## src/rtl/alu_exec_unit_if.sv

```systemverilog
`default_nettype none
// ============================================================================
//  alu_exec_unit_if : operation/result handshake bundle for alu_exec_unit
//  Revision: 1.0
// ============================================================================
interface alu_exec_unit_if #(
  parameter int WIDTH = 16
);
  logic             in_valid;
  logic             in_ready;
  logic [3:0]       operacioni;
  logic [WIDTH-1:0] a;
  logic [WIDTH-1:0] b;
  logic             out_valid;
  logic             out_ready;
  logic [WIDTH-1:0] result;
  logic             zero;
  logic             carry_out;
  logic             overflow;
  logic             op_err;
  logic             busy;

  modport master (
    output in_valid, operacioni, a, b, out_ready,
    input  in_ready, out_valid, result, zero, carry_out, overflow, op_err, busy
  );

  modport slave (
    input  in_valid, operacioni, a, b, out_ready,
    output in_ready, out_valid, result, zero, carry_out, overflow, op_err, busy
  );
endinterface
`default_nettype wire

```

## src/rtl/alu_exec_unit.sv

```systemverilog
`default_nettype none
// ============================================================================
//  alu_exec_unit : handshaked ALU stage, single-cycle ops plus 1-bit/cycle shifts
//  Revision: 1.0
// ============================================================================
module alu_exec_unit #(
  parameter int WIDTH   = 16,
  parameter int SHAMT_W = 4
) (
  input  logic            clk,
  input  logic            rst,
  alu_exec_unit_if.slave  bus
);

  localparam logic [1:0] S_IDLE  = 2'd0;
  localparam logic [1:0] S_SHIFT = 2'd1;
  localparam logic [1:0] S_DONE  = 2'd2;

  localparam logic [3:0] OP_AND  = 4'b0000;
  localparam logic [3:0] OP_SLT  = 4'b0001;
  localparam logic [3:0] OP_OR   = 4'b0010;
  localparam logic [3:0] OP_XOR  = 4'b0011;
  localparam logic [3:0] OP_ADD  = 4'b0100;
  localparam logic [3:0] OP_SLL  = 4'b0110;
  localparam logic [3:0] OP_SRA  = 4'b0111;
  localparam logic [3:0] OP_SUB  = 4'b1100;
  localparam logic [3:0] OP_SUBI = 4'b1101;

  localparam logic [SHAMT_W-1:0] C_CNT_ONE = {{(SHAMT_W-1){1'b0}}, 1'b1};

  logic [1:0]         r_state;
  logic [WIDTH-1:0]   r_shreg;
  logic [SHAMT_W-1:0] r_cnt;
  logic               r_sra;
  logic [WIDTH-1:0]   r_result;
  logic               r_zero;
  logic               r_carry;
  logic               r_ovf;
  logic               r_operr;

  logic               w_accept;
  logic               w_sub;
  logic [WIDTH-1:0]   w_b_eff;
  logic [WIDTH:0]     w_sum;
  logic [WIDTH-1:0]   w_result;
  logic               w_carry;
  logic               w_ovf;
  logic               w_operr;
  logic               w_is_shift;
  logic [SHAMT_W-1:0] w_shamt;
  logic [WIDTH-1:0]   w_shift_next;

  assign bus.in_ready  = (r_state == S_IDLE) && !rst;
  assign bus.out_valid = (r_state == S_DONE);
  assign bus.busy      = (r_state != S_IDLE);
  assign bus.result    = r_result;
  assign bus.zero      = r_zero;
  assign bus.carry_out = r_carry;
  assign bus.overflow  = r_ovf;
  assign bus.op_err    = r_operr;

  assign w_accept     = bus.in_valid && bus.in_ready;
  assign w_shamt      = bus.b[SHAMT_W-1:0];
  assign w_is_shift   = (bus.operacioni == OP_SLL) || (bus.operacioni == OP_SRA);
  assign w_shift_next = r_sra ? {r_shreg[WIDTH-1], r_shreg[WIDTH-1:1]}
                              : {r_shreg[WIDTH-2:0], 1'b0};

  // One adder serves ADD and SUB/SUBI: subtraction is A + ~B + 1.
  always_comb begin
    w_sub    = (bus.operacioni == OP_SUB) || (bus.operacioni == OP_SUBI);
    w_b_eff  = w_sub ? ~bus.b : bus.b;
    w_sum    = {1'b0, bus.a} + {1'b0, w_b_eff} + {{WIDTH{1'b0}}, w_sub};
    w_result = '0;
    w_carry  = 1'b0;
    w_ovf    = 1'b0;
    w_operr  = 1'b0;
    case (bus.operacioni)
      OP_AND: w_result = bus.a & bus.b;
      OP_OR:  w_result = bus.a | bus.b;
      OP_XOR: w_result = bus.a ^ bus.b;
      OP_ADD, OP_SUB, OP_SUBI: begin
        w_result = w_sum[WIDTH-1:0];
        w_carry  = w_sum[WIDTH];
        w_ovf    = (bus.a[WIDTH-1] == w_b_eff[WIDTH-1]) &&
                   (w_sum[WIDTH-1] != bus.a[WIDTH-1]);
      end
      OP_SLT: w_result = {{(WIDTH-1){1'b0}}, ($signed(bus.a) < $signed(bus.b))};
      // Only reached as a result when the shift amount is zero.
      OP_SLL, OP_SRA: w_result = bus.a;
      default: w_operr = 1'b1;
    endcase
  end

  always_ff @(posedge clk) begin
    if (rst) begin
      r_state  <= S_IDLE;
      r_shreg  <= '0;
      r_cnt    <= '0;
      r_sra    <= 1'b0;
      r_result <= '0;
      r_zero   <= 1'b0;
      r_carry  <= 1'b0;
      r_ovf    <= 1'b0;
      r_operr  <= 1'b0;
    end else begin
      case (r_state)
        S_IDLE: begin
          if (w_accept) begin
            if (w_is_shift && (w_shamt != '0)) begin
              r_shreg <= bus.a;
              r_cnt   <= w_shamt;
              r_sra   <= (bus.operacioni == OP_SRA);
              r_state <= S_SHIFT;
            end else begin
              r_result <= w_result;
              r_zero   <= (w_result == '0);
              r_carry  <= w_carry;
              r_ovf    <= w_ovf;
              r_operr  <= w_operr;
              r_state  <= S_DONE;
            end
          end
        end
        S_SHIFT: begin
          r_shreg <= w_shift_next;
          r_cnt   <= r_cnt - C_CNT_ONE;
          if (r_cnt == C_CNT_ONE) begin
            r_result <= w_shift_next;
            r_zero   <= (w_shift_next == '0);
            r_carry  <= 1'b0;
            r_ovf    <= 1'b0;
            r_operr  <= 1'b0;
            r_state  <= S_DONE;
          end
        end
        S_DONE: begin
          if (bus.out_ready) begin
            r_state <= S_IDLE;
          end
        end
        default: r_state <= S_IDLE;
      endcase
    end
  end

endmodule
`default_nettype wire
```

## src/flat_wrapper.sv

```systemverilog
// flat-port wrapper written by rule: the top's interface ports become plain ports
module alu_exec_unit_flat 
#(
  parameter int WIDTH   = 16,
  parameter int SHAMT_W = 4
)
  (clk, rst, bus_in_valid, bus_operacioni, bus_a, bus_b, bus_out_ready, bus_in_ready, bus_out_valid, bus_result, bus_zero, bus_carry_out, bus_overflow, bus_op_err, bus_busy);
  alu_exec_unit_if #(.WIDTH(WIDTH)) bus_i ();
  input  logic clk;
  input  logic rst;
  input wire logic [$bits(bus_i.in_valid)-1:0] bus_in_valid;
  input wire logic [$bits(bus_i.operacioni)-1:0] bus_operacioni;
  input wire logic [$bits(bus_i.a)-1:0] bus_a;
  input wire logic [$bits(bus_i.b)-1:0] bus_b;
  input wire logic [$bits(bus_i.out_ready)-1:0] bus_out_ready;
  output wire logic [$bits(bus_i.in_ready)-1:0] bus_in_ready;
  output wire logic [$bits(bus_i.out_valid)-1:0] bus_out_valid;
  output wire logic [$bits(bus_i.result)-1:0] bus_result;
  output wire logic [$bits(bus_i.zero)-1:0] bus_zero;
  output wire logic [$bits(bus_i.carry_out)-1:0] bus_carry_out;
  output wire logic [$bits(bus_i.overflow)-1:0] bus_overflow;
  output wire logic [$bits(bus_i.op_err)-1:0] bus_op_err;
  output wire logic [$bits(bus_i.busy)-1:0] bus_busy;
  assign bus_i.in_valid = bus_in_valid;
  assign bus_i.operacioni = bus_operacioni;
  assign bus_i.a = bus_a;
  assign bus_i.b = bus_b;
  assign bus_i.out_ready = bus_out_ready;
  assign bus_in_ready = bus_i.in_ready;
  assign bus_out_valid = bus_i.out_valid;
  assign bus_result = bus_i.result;
  assign bus_zero = bus_i.zero;
  assign bus_carry_out = bus_i.carry_out;
  assign bus_overflow = bus_i.overflow;
  assign bus_op_err = bus_i.op_err;
  assign bus_busy = bus_i.busy;
  alu_exec_unit #(.WIDTH(WIDTH), .SHAMT_W(SHAMT_W)) u_core (.clk(clk), .rst(rst), .bus(bus_i));
endmodule
```

## config.mk

```make
export PLATFORM = sky130hd
export DESIGN_NAME = alu_exec_unit_flat
export DESIGN_NICKNAME = d
export VERILOG_FILES = /design/src/rtl/alu_exec_unit_if.sv /design/src/rtl/alu_exec_unit.sv /design/src/flat_wrapper.sv
export SDC_FILE = /design/constraint.sdc
export NUM_CORES = 1
export LEC_CHECK = 0
export ABC_AREA = 1
export CAP_MARGIN = 20
export CORE_MARGIN = 2
export CORE_UTILIZATION = 45
export DETAILED_ROUTE_END_ITERATION = 8
export PLACE_DENSITY_LB_ADDON = 0.3
export SLEW_MARGIN = 15
export SYNTH_ARGS = -nofsm -noshare
export SYNTH_HDL_FRONTEND = slang
export SYNTH_SLANG_ARGS = --single-unit
```

## constraint.sdc

```tcl
create_clock -name clk -period 3.55 [get_ports clk]
set_input_delay 0.71 -clock clk [delete_from_list [all_inputs] [get_ports clk]]
set_output_delay 0.71 -clock clk [all_outputs]
set_load 0.01 [all_outputs]
```

# Word level (Yosys, flattened, before mapping)
# Cells that the tools add are included.
# W data, S select, Z words.
# word_totals
input_bits,40
out_inout_bits,23
wordCells,91
reg_bits,43
# op_classes
bitwise,4
reduce_logical,21
n_lt_le_gt_ge,1
mux,35
n_eq_ne,18
addsub,3
# op_table
operator,n
$mux W16,7
$pmux W16 S6,1
$pmux W16 S2,2
$logic_not A16 Y1,2
$add A16 B16 Y17,1
$add A17 B1 Y17,1
$and A16 B16 Y16,1
$lt A16 B16 Y1,1
$not A16 Y16,1
$or A16 B16 Y16,1
$xor A16 B16 Y16,1
$mux W1,13
$eq A4 B3 Y1 const B,3
$reduce_and A3 Y1,3
$reduce_or A9 Y1,1
$eq A4 B1 Y1 const B,2
$eq A4 B2 Y1 const B,2
$eq A4 B4 Y1 const B,2
$mux W2,4
$mux W4,2
$pmux W1 S2,4
$pmux W4 S2,1
$ne A2 B2 Y1 const B,3
$pmux W2 S3,1
other kinds (16),22

# Depth between registers and ports, before layout
# logic_depth
word_depth,11
ltp_mapped,20
depth_no_buf,19

# Least setup slack after synthesis
# Ideal clock, no wire load.
# synth_path
path_kind,input to register
startpoint,input port bus_operacioni[1]
endpoint,"register u_core.r_zero, in the netlist u_core.bus.zero"
required_time_ns,3.484
setup_time_ns,0.066
arrival_ns,2.889
path_slack_ns,0.595
n_path_buf,1
path_stages,18
cell_sequence,inv_1 -> nand3_4 -> buf_1 -> xor2_1 -> ha_1 -> a21oi_1 -> o21ai_0 -> inv_1 -> nand2_2 -> nand2_2 -> nand3_1 -> nand2_1 -> nor2_1 -> nor2_2 -> nand2_1 -> nor2_1 -> nand2_1 -> a21oi_2
# synth_between
elab_chain_cells,10
elab_cells_between_ends,24
classes_between,add/sub: 2; eq/ne: 9; mux: 5; reduce/logical: 8
# synth_rtl
element,line,rtl
start: declaration,flat_wrapper.sv:12,input wire logic [$bits(bus_i.operacioni)-1:0] bus_operacioni;
$eq A4 B4 Y1,"alu_exec_unit.sv:70, alu_exec_unit.sv:77",
$logic_or A1 B1 Y1,alu_exec_unit.sv:70,w_sub = (bus.operacioni == OP_SUB) || (bus.operacioni == OP_SUBI);
$mux W16,alu_exec_unit.sv:71,w_b_eff = w_sub ? ~bus.b : bus.b;
$add A16 B16 Y17,alu_exec_unit.sv:72,"w_sum = {1'b0, bus.a} + {1'b0, w_b_eff} + {{WIDTH{1'b0}}, w_sub};"
$add A17 B1 Y17,alu_exec_unit.sv:72,
$pmux W16 S6,alu_exec_unit.sv:77,case (bus.operacioni)
$logic_not A16 Y1,alu_exec_unit.sv:116,r_zero <= (w_result == '0);
$mux W1,alu_exec_unit.sv:109,if (w_is_shift && (w_shamt != '0)) begin
$mux W1,alu_exec_unit.sv:108,if (w_accept) begin
$pmux W1 S2,alu_exec_unit.sv:106,case (r_state)
end signal: assignment,alu_exec_unit.sv:116,
end signal: assignment,alu_exec_unit.sv:129,r_zero <= (w_shift_next == '0);
end: declaration,alu_exec_unit.sv:36,logic r_zero;
# Several ways; a longest one is shown, not always the timed one. The select of a mux whose other input is x is not followed.
# A chain may end at the register's enable or synchronous reset.

# Worst setup path after layout
# Same ends and word-level chain as after synthesis.

==> impl_results.rst <==
.. list-table::
   :header-rows: 1

   * - Metric
     - Value
   * - Result of the run
     - complete, no violations
   * - Number of setup violations in the final report
     - 0
   * - Global Route Usage Sum
     - 0.2520
   * - Core ar.
     - 10230 µm²
   * - Die height
     - 106.4 µm
   * - GRT met2 Usage
     - 0.4139
   * - Latest clock arrival within the worst-skew pair
     - 0.30 ns
   * - Global routing's busiest layer
     - met2
   * - Simple-gate area share of the yosys netlist
     - 0.2975
   * - TritonCTS clock tree
     - yes
   * - Number of CTS-inserted buffers
     - 5
   * - Count of routing violations after the opening detailed-route iteration
     - 346
   * - Number of synthesized register bits
     - 43
   * - Top-area cell type share of the netlist area
     - 0.1824
   * - Met1 track demand over resource
     - 0.3317
   * - Cells on Worst Hold Path
     - 2
   * - Post-Synthesis Net Count
     - 852
   * - Total number of H-tree levels
     - 2
   * - Total I/O pin count
     - 63
   * - Post-synthesis compound-gate area fraction
     - 0.2002
   * - Fin crit share
     - 0.9426
   * - # diodes
     - 0
   * - Residual antenna-violating net count after detailed routing
     - 0
   * - Number of synthesis warnings
     - 0
   * - Number of sinks on the clock net
     - 43
   * - Most used flip-flop cell after synthesis
     - sky130_fd_sc_hd__dfxtp_1
   * - Worst EP required
     - 3.79 ns
   * - Per-cell via count in the routed design
     - 5.483
   * - Starting density of the core
     - 0.4613
   * - Number of cells after detailed placement
     - 933
   * - Areal power density over the cells
     - 296.2 nW/µm²
   * - Worst clock skew on the final layout
     - 0.01028 ns
   * - Number of cells on the worst reg-to-reg path
     - 9
   * - Die Outline Area
     - 11320 µm²
   * - Hold violation count in the final report
     - 0
   * - Average wire per standard cell
     - 15.26 µm
   * - Top-count cell post-synth
     - sky130_fd_sc_hd__nand2_1
   * - Weighted congestion reported at the end of routability-driven placement
     - 1.053
   * - Number of global-route vias before repair
     - 4860
   * - Mapped Avg Cell Area
     - 6.352 µm²
   * - Pleak
     - 2.662 nW
   * - Max-Slew Margin vs Limit
     - 0.3688
   * - Adder-cell share of the synthesized area
     - 0.1845
   * - Ratio of cells with drive above 1 in the final layout
     - 0.05955
   * - Post-Syn Instances
     - 743
   * - Maximum vdd drop
     - 200.5 µV
   * - Fmax achieved
     - 298.8 MHz
   * - Most frequent cells after synthesis
     - sky130_fd_sc_hd__nand2_1, sky130_fd_sc_hd__inv_1, sky130_fd_sc_hd__nor2_1
   * - Pin count of the biggest net entering global routing
     - 43
   * - Dpl hpwl
     - 11.19 mm
   * - Number of buffers on the longest clock path
     - 2
   * - Crit path DAT
     - 3.59 ns
   * - Number of antenna violations at the first check in global routing
     - 0
   * - Input/output buffers
     - 62
   * - RSZ-0062 raised after global routing
     - false
   * - Portion of the post-synthesis area used by sequential elements
     - 0.1824
   * - Congestion Overflow GR
     - 0
   * - Cts hold-fix bufs
     - 0
   * - Count of flip-flops with a built-in enable after synthesis
     - 0
   * - Horizontal extent of the die
     - 106.4 µm
   * - Met3 track demand over resource in global routing
     - 0.03311
   * - Sum of negative setup slack
     - 0 ns
   * - Xor and xnor area share after synthesis
     - 0.02969
   * - Multiplexer area fraction after synthesis
     - 0.002121
   * - Category of the most critical setup path
     - in2reg
   * - Class of the tightest hold or removal check
     - reg2reg
   * - CP Max Fanout
     - 15
   * - Share of flip-flops with an asynchronous set or reset after synthesis
     - 0
   * - DRC errors left
     - 0
   * - Netlist area before placement
     - 4720 µm²
   * - Synth cell types
     - 46
   * - Actual transition at the worst max-transition pin
     - 0.9433 ns
   * - Wire length of the first global-routing pass
     - 23.01 mm
   * - Vias post-DR
     - 5165
   * - Kind of capture point of the worst setup path
     - flip-flop
   * - Total wire length
     - 14.38 mm
   * - Startpoint Class
     - input port
   * - Clock-pin transition on the worst setup and hold timing paths
     - 0.08 ns
   * - Number of max-cap violations
     - 0
   * - DR pass1 iterations
     - 5
   * - Number of non-filler instances in the completed layout
     - 942
   * - Post-synthesis to final-layout area growth
     - 18.93%
   * - Final Max Tran Viols
     - 0
   * - Final critical path time including I/O delays and setup
     - 3.346 ns
   * - Main combinational cell family by area after synthesis
     - simple AND/OR/NAND/NOR gates
   * - Num rows
     - 37
   * - Most area-consuming cells after synthesis
     - sky130_fd_sc_hd__dfxtp_1, sky130_fd_sc_hd__ha_1, sky130_fd_sc_hd__nand2_1, sky130_fd_sc_hd__inv_1, sky130_fd_sc_hd__nor2_1
   * - Final layout net count
     - 914
   * - Clk Tree Root Cell
     - sky130_fd_sc_hd__clkbuf_8
   * - Cell taking the most area after synthesis
     - sky130_fd_sc_hd__dfxtp_1
[critical path, cell delays in order]
cell and delay [ns]:
sky130_fd_sc_hd__clkdlybuf4s50_1 0.42, sky130_fd_sc_hd__inv_1 0.14, sky130_fd_sc_hd__nand3_4 0.26, sky130_fd_sc_hd__xor2_1 0.23
sky130_fd_sc_hd__ha_1 0.35, sky130_fd_sc_hd__a21oi_1 0.23, sky130_fd_sc_hd__nor2_1 0.07, sky130_fd_sc_hd__nor2_1 0.18
sky130_fd_sc_hd__nor2_1 0.07, sky130_fd_sc_hd__nor2_1 0.18, sky130_fd_sc_hd__nand3_1 0.11, sky130_fd_sc_hd__nand2_1 0.07
sky130_fd_sc_hd__nor2_1 0.05, sky130_fd_sc_hd__nor2_2 0.14, sky130_fd_sc_hd__nand2_1 0.07, sky130_fd_sc_hd__nor2_1 0.12
sky130_fd_sc_hd__nand2_1 0.08, sky130_fd_sc_hd__a21oi_2 0.10
[layout by cell type, fill, tap and decap left out, drive strengths merged]
master / Yosys / routed
clkinv: 3 / 3
a21o: 1 / 1
a31oi: 16 / 16
nor3: 4 / 4
o31ai: 1 / 1
a211oi: 9 / 9
inv: 100 / 100
xor2: 16 / 16
o21ai: 59 / 59
clkdlybuf4s50: 0 / 62
a21boi: 2 / 2
nand4: 6 / 6
clkbuf: 12 / 8
buf: 9 / 14
o21bai: 3 / 3
and2: 2 / 2
o211ai: 1 / 1
nor4: 2 / 2
o22ai: 8 / 8
mux2i: 1 / 1
a22oi: 1 / 1
nand3b: 4 / 4
nor2: 88 / 88
a41oi: 1 / 1
o311ai: 2 / 2
a21oi: 59 / 59
ha: 68 / 68
or2: 3 / 3
a221oi: 1 / 1
nor3b: 2 / 2
dfxtp: 43 / 43
fa: 1 / 1
nand2: 165 / 165
nand3: 49 / 49
o2111ai: 1 / 1
[stage by stage]
| step | cell area [µm²] | hold WS [ns] | utilization | power (mW) | worst slack [ns] |
|---|---|---|---|---|---|
| floorplan | 4720 | 0.4544 | - | 1.032 | 0.5947 |
| global placement | 5505 | 0.4581 | 0.5381 | 1.300 | -0.01111 |
| detailed placement | 5505 | 0.4638 | 0.5381 | 1.314 | -0.06007 |
| CTS | 5605 | 0.4775 | 0.5479 | 1.658 | 0.2353 |
| global route | 5613 | 0.5018 | 0.5486 | 1.787 | 0.01223 |
| finish | 5613 | 0.4715 | 0.5486 | 1.662 | 0.2038 |
[layout make-up]
cell class | count | area (µm²)
flip-flops and latches | 43 | 860.8
multi-input cells | 576 | 3369
inverters | 103 | 386.6
fillers | 1003 | 4618
repair buffers | 76 | 725.7
clock buffers | 8 | 100.1
well taps | 136 | 170.2
[layer usage]
metal,part of all wire,vias to the layer above,routed length (µm)
met5,0,-,0
li1,-,2568,-
met4,0.039,0,559
met1,0.44,2338,6323
met2,0.45,218,6457
met3,0.072,41,1034
[report_power, final]
part / total, mW / switching (mW) / leakage [nW] / internal (mW)
clock: 0.345 / 0.167 / 0.0515 / 0.178
combinational: 0.755 / 0.450 / 2.26 / 0.306
sequential: 0.562 / 0.0298 / 0.350 / 0.532
total: 1.66 / 0.647 / 2.66 / 1.02
[path summary, 6_finish.rpt]
kind	from	endpoint	slack, ns
setup / recovery	bus_operacioni[1]	u_core.bus.zero	0.20
hold / removal	u_core.bus.result[0]	u_core.bus.result[0]	0.47
setup reg to reg	u_core.r_state[1]	u_core.bus.zero	1.04
hold reg to reg	u_core.bus.result[0]	u_core.bus.result[0]	0.47
[sequential cells by signal, summed over array words and instances, names as in the netlist]
register and cells:
u_core.r_state 2, u_core.bus.result 16, u_core.bus.op_err 1, u_core.r_cnt 4
u_core.bus.zero 1, u_core.bus.overflow 1, u_core.bus.carry_out 1, u_core.r_shreg 16
u_core.r_sra 1
[logic make-up (layout without fill, tap and decap cells)]
logic type	Yosys count	count (layout)
xor+xnor	16	16
fa+ha+maj	69	69
mux	1	1
flops	43	43
buf+inv	124	187
simple gates	325	325
compound gates	165	165
[what timing repair did]
item / in CTS / in global routing
endpoints found under the setup margin: 0 / 2
setup buffers: 0 / 1
gates resized for setup: 0 / 1
Note: power is estimated with default switching activity, not from simulation.
